File: src/rtl/lsync_preamble_gen.sv
// Long-training-sequence source: emits the cyclic prefix and then NUM_REP full
// symbols of a quantized 2-bit I/Q ROM over a valid/ready handshake.
module lsync_preamble_gen #(
  parameter int                   CP_LEN  = 32,
  parameter int                   SYM_LEN = 64,
  parameter int                   NUM_REP = 2,
  parameter logic [2*SYM_LEN-1:0] ROM_I   = '0,
  parameter logic [2*SYM_LEN-1:0] ROM_Q   = '0
) (
  input  logic                       CLK,
  input  logic                       a_RST_n,
  input  logic                       start,
  input  logic                       abort,
  input  logic                       out_ready,
  output logic                       output_strobe,
  output logic signed [1:0]          I_out,
  output logic signed [1:0]          Q_out,
  output logic [$clog2(SYM_LEN)-1:0] out_idx,
  output logic                       busy,
  output logic                       done
);

  localparam int IDX_W = $clog2(SYM_LEN);
  localparam logic [IDX_W-1:0] IDX_FIRST = IDX_W'(SYM_LEN - CP_LEN);
  localparam logic [IDX_W-1:0] IDX_LAST  = IDX_W'(SYM_LEN - 1);
  localparam logic [1:0]       REP_LAST  = 2'(NUM_REP - 1);

  typedef enum logic [1:0] {S_IDLE, S_CP, S_SYM, S_DONE} state_t;

  state_t                 state, state_nxt;
  logic [IDX_W-1:0]       idx, idx_nxt;
  logic [1:0]             rep_cnt, rep_nxt;
  logic                   xfer;
  logic                   strobe_nxt, busy_nxt, done_nxt;
  logic signed [1:0]      i_nxt, q_nxt;

  function automatic logic signed [1:0] rom_sample(input logic [2*SYM_LEN-1:0] rom,
                                                   input logic [IDX_W-1:0]     k);
    return rom[{k, 1'b0} +: 2];
  endfunction

  assign xfer = output_strobe & out_ready;

  // State register: FSM, counters and the registered output stage
  always_ff @(posedge CLK or negedge a_RST_n) begin
    if (!a_RST_n) begin
      state         <= S_IDLE;
      idx           <= '0;
      rep_cnt       <= '0;
      output_strobe <= 1'b0;
      busy          <= 1'b0;
      done          <= 1'b0;
      I_out         <= '0;
      Q_out         <= '0;
      out_idx       <= '0;
    end else begin
      state         <= state_nxt;
      idx           <= idx_nxt;
      rep_cnt       <= rep_nxt;
      output_strobe <= strobe_nxt;
      busy          <= busy_nxt;
      done          <= done_nxt;
      I_out         <= i_nxt;
      Q_out         <= q_nxt;
      out_idx       <= idx_nxt;
    end
  end

  // Next state: abort outranks a transfer; a stall simply holds idx
  always_comb begin
    state_nxt = state;
    idx_nxt   = idx;
    rep_nxt   = rep_cnt;
    unique case (state)
      S_IDLE: begin
        if (start) begin
          state_nxt = S_CP;
          idx_nxt   = IDX_FIRST;
          rep_nxt   = '0;
        end
      end
      S_CP, S_SYM: begin
        if (abort) begin
          state_nxt = S_IDLE;
          idx_nxt   = '0;
          rep_nxt   = '0;
        end else if (xfer) begin
          if (idx == IDX_LAST) begin
            idx_nxt = '0;
            if (state == S_CP) begin
              state_nxt = S_SYM;
              rep_nxt   = '0;
            end else if (rep_cnt == REP_LAST) begin
              state_nxt = S_DONE;
              rep_nxt   = '0;
            end else begin
              rep_nxt = rep_cnt + 2'd1;
            end
          end else begin
            idx_nxt = idx + 1'b1;
          end
        end
      end
      S_DONE:  state_nxt = S_IDLE;
      default: state_nxt = S_IDLE;
    endcase
  end

  // Outputs are decoded from the next state so they leave the block registered
  always_comb begin
    strobe_nxt = (state_nxt == S_CP) || (state_nxt == S_SYM);
    busy_nxt   = strobe_nxt;
    done_nxt   = (state_nxt == S_DONE);
    i_nxt      = '0;
    q_nxt      = '0;
    if (strobe_nxt) begin
      i_nxt = rom_sample(ROM_I, idx_nxt);
      q_nxt = rom_sample(ROM_Q, idx_nxt);
    end
  end

endmodule

File: config.mk
export PLATFORM = sky130hd
export DESIGN_NAME = lsync_preamble_gen
export DESIGN_NICKNAME = d
export VERILOG_FILES = /design/src/rtl/lsync_preamble_gen.sv
export SDC_FILE = /design/constraint.sdc
export NUM_CORES = 1
export LEC_CHECK = 0
export ABC_AREA = 0
export BUFFER_PORTS_ARGS = -buffer_cell sky130_fd_sc_hd__buf_4
export CAP_MARGIN = 20
export CORE_MARGIN = 4
export CORE_UTILIZATION = 35
export CTS_CLUSTER_DIAMETER = 200
export CTS_CLUSTER_SIZE = 10
export DETAILED_ROUTE_END_ITERATION = 6
export MAX_ROUTING_LAYER = met4
export PLACE_DENSITY = 0.68
export SYNTH_ARGS = -nofsm -noshare
export SYNTH_HDL_FRONTEND = slang
export SYNTH_SLANG_ARGS = --single-unit
File: constraint.sdc
create_clock -name CLK -period 1.8 [get_ports CLK]
set_clock_uncertainty 0.05 [all_clocks]
set_input_delay 0.45 -clock CLK [delete_from_list [all_inputs] [get_ports CLK]]
set_output_delay 0.45 -clock CLK [all_outputs]
set_load 0.01 [all_outputs]
==> results.txt, run 1 <==
----------------------------------------------------
[Status]
  Outcome ... finished clean

[Pwr]
  Leak ... 0.000461 uW
  Power density of the placed cells ... 1040 nW/um2
  Maximum vdd ir drop ... 0.516 mV
  Power after layout ... 1030 uW

[Synthesis]
  Sequential fraction of the synthesis area ... 39.5%
  Syn Inst Count ... 80
  Seq cells post-synth ... 12
  Fraction of registers with async set/reset ... 100%
  Number of synthesized flops with an enable pin ... 0
  Synth top area cells ... sky130_fd_sc_hd__dfrtp_1, sky130_fd_sc_hd__ha_1, sky130_fd_sc_hd__buf_4, sky130_fd_sc_hd__o21ai_0, sky130_fd_sc_hd__nand2_1
  Portion of synthesized cell area occupied by the leading cell type ... around two fifths
  Primary flip-flop cell chosen by synthesis mapping ... sky130_fd_sc_hd__dfrtp_1
  Netlist area before placement ... about 760 um2
  Mean Syn Cell Area ... 9.51 um2
  Total of warnings raised by yosys ... 0
  Library cell with the largest summed area after synthesis ... sky130_fd_sc_hd__dfrtp_1
  Most frequent cells after synthesis ... sky130_fd_sc_hd__dfrtp_1, sky130_fd_sc_hd__nand2_1, sky130_fd_sc_hd__o21ai_0
  Library cell with the highest instance count after synthesis ... sky130_fd_sc_hd__dfrtp_1
  Count of distinct cell types in the synthesized netlist ... 32

[STA]
  Max Slew Vio Count ... 0
  Fin worst setup slack ... 0.0274 ns
  Final critical-path required period ... between 1.5 and 2 ns
  Share of the clock period used by the worst path after layout ... a little over nine tenths
  Number of failing hold endpoints at the final stage ... 0
  Final-report setup violation count ... 0
  Post-Route Setup TNS ... 0 ns
  Highest clock frequency the design can meet ... 564 MHz
  RSZ-0062 raised after global routing ... true

[Floorplan]
  Die Outline Area ... 2980 um2
  Site row count ... 16
  I/O pin cnt ... 18
  Core ar. ... 2020 um2
  Y dimension of the die ... 54.6 um
  Die X-Extent ... 54.6 um
  Initial core utilization ... 37.6%

[Clocking]
  TritonCTS Buffers ... 3
  Clock latency at the later pin of the worst-skew pair ... 0.27 ns
  Deepest clock path buffer count ... 2
  CTS Root Cell ... sky130_fd_sc_hd__clkbuf_4
  TritonCTS clock tree ... done
  Clock transition at path regs ... 0.07 ns
  Post-CTS Repair Setup Buffers ... 0
  TritonCTS sink count ... 12
  H-tree levels ... 1

[Route]
  Routed wirelength normalized by instance count ... 13.2 um
  Via count ... 664
  Vias per cell ... approximately 5.1
  Antenna violation net count after detailed routing ... 0
  First-iteration detailed-routing DRC count ... 22
  Remaining design rule violation count ... 0
  Pre-Repair DR Iteration Count ... 4
  Wire length reported by the detailed router ... 1.72 mm

[Cells and area]
  Net total in the final layout ... between 100 and 150
  Number of diodes added for antenna fixing ... 0
  Fraction of layout instances using a drive strength above 1 ... 33.0%
  Post-synthesis to final-layout area growth ... 30.4%
  Area taken by multi-input logic gates ... 460 um2
  Final standard cell utilization of the core ... 49.1%
  Area occupied by registers ... 300 um2
  Fill cell total of the finished layout ... 187

[Global route]
  First-pass GRT wire length ... 2.64 mm
  Met2 global-route usage ... 22.0%
  Most Used Layer, Global Route ... met2
  Overall routing resource usage ... a little over an eighth
  Gr ovfl total ... 0
  Routing usage on met1 ... 14.0%
  Via count of the first global-routing pass ... 602
  Antenna violations before repair ... 0
  Met3 usage in global routing ... a little over 4%
  Largest net degree at the start of global routing ... 13

[Worst setup path]
  Required time of the critical path ... 1.91 ns
  Maximum net fanout on the critical path ... 4
  Worst path arrival time ... 1.88 ns
  Crit Path Class ... flop to flop
  CP Launch Type ... flop
  Worst Reg-to-Reg Cells ... 7
  Type of element capturing the critical path ... flop

[Worst hold path]
  Type of the tightest min-delay check ... flop to flop
  Worst hold path depth ... 1

[Placement]
  Worst Setup Slack post-DPL ... -0.00648 ns
  HPWL after detailed placement ... roughly 1.3 mm
  Weighted congestion at the end of routability-driven global placement ... between 0.8 and 0.9
  Port Buffers ... 13

[Flow run]
  # Max-Cap Violations ... 0

----------------------------------------------------
## layout make-up
type,count,area share (%)
Clock buffer,3,2.27
Inverter,2,0.757
Multi-Input combinational cell,64,46.4
Sequential cell,12,30.3
Tap cell,27,3.40
Timing Repair Buffer,22,16.9
## stage by stage
step | instance area [um2] | cells | hold WS (ns)
floorplan | 772 | 83 | 0.104
global placement | 926 | 126 | 0.252
detailed placement | 926 | 126 | 0.252
CTS | 961 | 130 | 0.464
global route | 992 | 130 | 0.501
finish | 992 | 130 | 0.460
## sequential cells by signal, indices dropped and copies added, names as in the netlist
signal   cells
state        2
rep_cnt      2
idx          6
done         1
busy         1
## worst max-delay path: stages, from the launching register on
cell                      delay, ns
sky130_fd_sc_hd__dfrtp_1       0.40
sky130_fd_sc_hd__inv_2         0.07
sky130_fd_sc_hd__ha_4          0.27
sky130_fd_sc_hd__or2b_1        0.25
sky130_fd_sc_hd__nor2_2        0.14
sky130_fd_sc_hd__nand4_1       0.12
sky130_fd_sc_hd__o31ai_1       0.09
sky130_fd_sc_hd__ha_1          0.27
## where the power goes
group	internal, uW	total, uW	leakage (uW)	switching (uW)
Sequential	309	354	0.000162	44.4
Clock	77.4	162	0.0000138	84.7
Combinational	267	516	0.000285	250
Total	653	1030	0.000461	379
## kinds of logic (layout without fill, tap and decap cells)
group           after synthesis  after routing  share of synthesized area (%)
simple gates                 30             30                           21.4
compound gates               23             23                           21.1
flops                        12             12                           39.5
buf+inv                       7             27                           5.92
fa+ha+maj                     5              5                           8.22
mux                           2              2                           3.45
other cells                   1              4                          0.493
## metal layers
layer,wire length (um),share of wire [%],vias to the layer above
met1,787,46,312
li1,-,-,337
met5,0,0,-
met4,13,0.76,0
met3,76,4.4,2
met2,842,49,13
## placed cells by master, fill, tap and decap left out, types with 3 or more instances in the layout
master                     instances
sky130_fd_sc_hd__a21oi_1           4
sky130_fd_sc_hd__o21ai_0           7
sky130_fd_sc_hd__ha_1              4
sky130_fd_sc_hd__nand4_1           3
sky130_fd_sc_hd__clkbuf_4          3
sky130_fd_sc_hd__nand3_1           4
sky130_fd_sc_hd__buf_4            21
sky130_fd_sc_hd__nand2_1           7
sky130_fd_sc_hd__nor2b_1           4
sky130_fd_sc_hd__conb_1            4
sky130_fd_sc_hd__dfrtp_1          12
## final timing paths
kind,startpoint,end,slack (ns)
min in group asynchronous,a_RST_n,busy,0.50
hold reg to reg,rep_cnt[0],rep_cnt[0],0.46
hold / removal,rep_cnt[0],rep_cnt[0],0.46
max in group asynchronous,a_RST_n,state[0],1.04
setup / recovery,state[0],busy,0.03
setup reg to reg,state[0],busy,0.03
## timing repair
action | 4_1_cts | 5_1_grt
hold buffers | 1 | 0
pin swaps | 0 | 4
hold endpoints to repair | 12 | 0
setup endpoints to repair | 1 | 7
resized for setup | 1 | 6
No activity file was read; power rests on OpenSTA's default activity.
==> inputs of run 2 (changes only) <==
--- a/config.mk
+++ b/config.mk
@@ -9,12 +9,12 @@
 export BUFFER_PORTS_ARGS = -buffer_cell sky130_fd_sc_hd__buf_4
 export CAP_MARGIN = 20
 export CORE_MARGIN = 4
-export CORE_UTILIZATION = 35
+export CORE_UTILIZATION = 46
 export CTS_CLUSTER_DIAMETER = 200
 export CTS_CLUSTER_SIZE = 10
 export DETAILED_ROUTE_END_ITERATION = 6
 export MAX_ROUTING_LAYER = met4
-export PLACE_DENSITY = 0.68
+export PLACE_DENSITY = 0.83
 export SYNTH_ARGS = -nofsm -noshare
 export SYNTH_HDL_FRONTEND = slang
 export SYNTH_SLANG_ARGS = --single-unit
==> run 2 against run 1 <==
Effect of this change:
- worst setup slack gained 0.022 ns
- clock power grew 36%
- count of clock-buffer cells in the layout grew 1
- non-clock buffer count grew 2
- first-iteration DRC count shrank 68%
- combinational power shrank 2%
- register-to-register slack gained 0.02 ns
- core utilization grew 17 points
- via count grew 2.1%
- final cell count shrank 6.2%
- critical path depth is the same
- wire length shrank 4.2%
- critical endpoint unchanged
==> results.txt, run 2 (synthesis results as in run 1) <==
----------------------------------------------------
[Status]
  Outcome ... finished clean

[Route]
  Routed wirelength normalized by instance count ... 13.5 um (+2.1%)
  Vias per cell ... 5.56 (+8.8%)
  Remaining design rule violation count ... 0 (unchanged)
  First-iteration detailed-routing DRC count ... 7 (-68%)
  Pre-Repair DR Iteration Count ... 4 (unchanged)
  Wire length reported by the detailed router ... 1.65 mm (-4.2%)
  Via count ... 678 (+2.1%)
  Antenna violation net count after detailed routing ... 0 (unchanged)

[Global route]
  Largest net degree at the start of global routing ... 13 (unchanged)
  Gr ovfl total ... 0 (unchanged)
  Overall routing resource usage ... 14.9% (+1.6 points)
  Antenna violations before repair ... 0 (unchanged)
  First-pass GRT wire length ... 2.81 mm (+6.3%)
  Via count of the first global-routing pass ... 645 (+7.1%)

[Worst setup path]
  Required time of the critical path ... 1.91 ns (about the same)
  Beginning of the critical path ... state[0]
  Worst R2R Start ... state[0]
  Worst-case register-to-register setup slack ... 0.05 ns (+0.02 ns)
  Top delay family on crit path ... adder cells
  FF-to-FF End ... busy
  Maximum net fanout on the critical path ... 4 (unchanged)
  Type of element capturing the critical path ... flop
  Worst Reg-to-Reg Cells ... 7 (unchanged)
  Worst-path cell chain ... inv_2 -> ha_4 -> or2b_1 -> nor2_2 -> nand4_1 -> o31ai_1 -> ha_1
  Number of logic stages on the critical path including buffering ... 7 (unchanged)
  CP Launch Type ... flop
  Worst path arrival time ... 1.86 ns (-0.02 ns)
  Maximum cell stage delay along the critical path ... 0.41 ns (about the same)
  Crit Path Class ... flop to flop
  Count of buffering cells on the critical path with inverters included ... 1 (unchanged)
  Slowest cell on the critical path ... sky130_fd_sc_hd__dfrtp_1

[Clocking]
  TritonCTS sink count ... 12 (unchanged)
  Deepest clock path buffer count ... 2 (unchanged)
  TritonCTS Buffers ... 3 (unchanged)
  TritonCTS clock tree ... done
  Clock latency at the later pin of the worst-skew pair ... 0.27 ns (about the same)
  CTS Root Cell ... sky130_fd_sc_hd__clkbuf_4
  Clock transition at path regs ... 0.08 ns (about the same)
  H-tree levels ... 1 (unchanged)

[Cells and area]
  Highest-count cells in the layout ignoring fill and taps ... sky130_fd_sc_hd__buf_4, sky130_fd_sc_hd__dfrtp_1, sky130_fd_sc_hd__nand2_1, sky130_fd_sc_hd__o21ai_0
  Number of diodes added for antenna fixing ... 0 (unchanged)
  Fraction of layout instances using a drive strength above 1 ... 35.8% (+2.8 points)
  Largest registers ... idx x6, rep_cnt x2, state x2
  Most flops, register ... idx
  Max reg flops ... 6 (unchanged)
  Most common cell after layout, fill and taps aside ... sky130_fd_sc_hd__buf_4
  Final standard cell utilization of the core ... 65.7% (+17 points)
  Post-synthesis to final-layout area growth ... 33.1%
  Net total in the final layout ... 117 (+1.7%)

[Floorplan]
  I/O pin cnt ... 18 (unchanged)
  Die X-Extent ... 48.7 um (-11%)
  Y dimension of the die ... 48.7 um (-11%)
  Site row count ... 14 (-2)
  Die Outline Area ... 2370 um2 (-21%)
  Core ar. ... 1540 um2 (-24%)
  Initial core utilization ... 49.4% (+12 points)

[STA]
  Final critical-path required period ... 1.75 ns (-0.0218 ns)
  Number of failing hold endpoints at the final stage ... 0 (unchanged)
  Highest clock frequency the design can meet ... 571 MHz (+1.2%)
  Max Slew Vio Count ... 0 (unchanged)
  Final-report setup violation count ... 0 (unchanged)
  Share of the clock period used by the worst path after layout ... 97.3% (-1.2 points)
  RSZ-0062 raised after global routing ... true

[Pwr]
  Power density of the placed cells ... 1070 nW/um2 (+2.6%)
  Power after layout ... 1080 uW (+4.7%)
  Maximum vdd ir drop ... 0.822 mV (+59%)
  Leak ... 0.000478 uW (+3.8%)

[Placement]
  HPWL after detailed placement ... 1.28 mm (-1.6%)
  Weighted congestion at the end of routability-driven global placement ... 0.901 (+9.6%)
  Port Buffers ... 13 (unchanged)

[Worst hold path]
  End point of the most critical hold path ... rep_cnt[0]
  Worst hold path depth ... 1 (unchanged)
  Type of the tightest min-delay check ... flop to flop
  Beginning of the worst hold path ... rep_cnt[0]

[Flow run]
  # Max-Cap Violations ... 0 (unchanged)

----------------------------------------------------
-- run 2: cell count changes in the layout (fill, tap and decap cells not counted), sizes merged --
cell,delta
buf,+2
clkbuf,+1
-- run 2: area by class of cell --
cell class                 count  area [um2]
tap                           16        20.0
inverter                       2        7.51
clock buffer                   4        36.3
fill                         123         529
timing repair buffer          24         183
sequential                    12         300
multi-input combinational     64         465
-- run 2: per-layer routing --
layer / track usage (%) / wire length, um / vias to the layer above
met2: 23.3 / 820 / 18
met1: 17.6 / 730 / 320
met5: - / 0 / -
li1: - / - / 338
met4: 7.17 / 13 / 0
met3: 3.99 / 83 / 2
-- run 2: repair_timing --
| action | in CTS | in global routing |
|---|---|---|
| setup buffers | 0 | 1 |
| resized for setup | 4 | 4 |
| hold endpoints to repair | 12 | 0 |
| pin swaps | 2 | 3 |
| hold buffers | 1 | 0 |
| setup endpoints to repair | 2 | 7 |
-- run 2: stage by stage --
| step | setup slack (ns) | cells | hold WS, ns | TNS (ns) | cell area (um2) |
|---|---|---|---|---|---|
| 5_1_grt | -0.0790 | 122 | 0.491 | -0.0911 | 1010 |
| 3_3_place_gp | 0.0449 | 116 | 0.246 | 0 | 920 |
| 4_1_cts | 0.000833 | 121 | 0.476 | 0 | 981 |
| 3_5_place_dp | -0.0207 | 116 | 0.249 | -0.0207 | 920 |
| 2_1_floorplan | 0.0405 | 83 | 0.104 | 0 | 772 |
| 6_report | 0.0493 | 122 | 0.477 | 0 | 1010 |
-- run 2: worst max-delay path by stage --
stage | endpoint | slack, ns
6_report | busy | 0.05
5_1_grt | busy | -0.08
4_1_cts | busy | 0.0008
3_5_place_dp | busy | -0.02
3_3_place_gp | busy | 0.04
2_1_floorplan | busy | 0.04
-- run 2: power breakdown --
group	leakage [uW]	total, uW	internal, uW	switching, uW
registers	0.000162	353	309	44.0
clock network	0.0000210	221	123	98.5
logic	0.000296	506	255	251
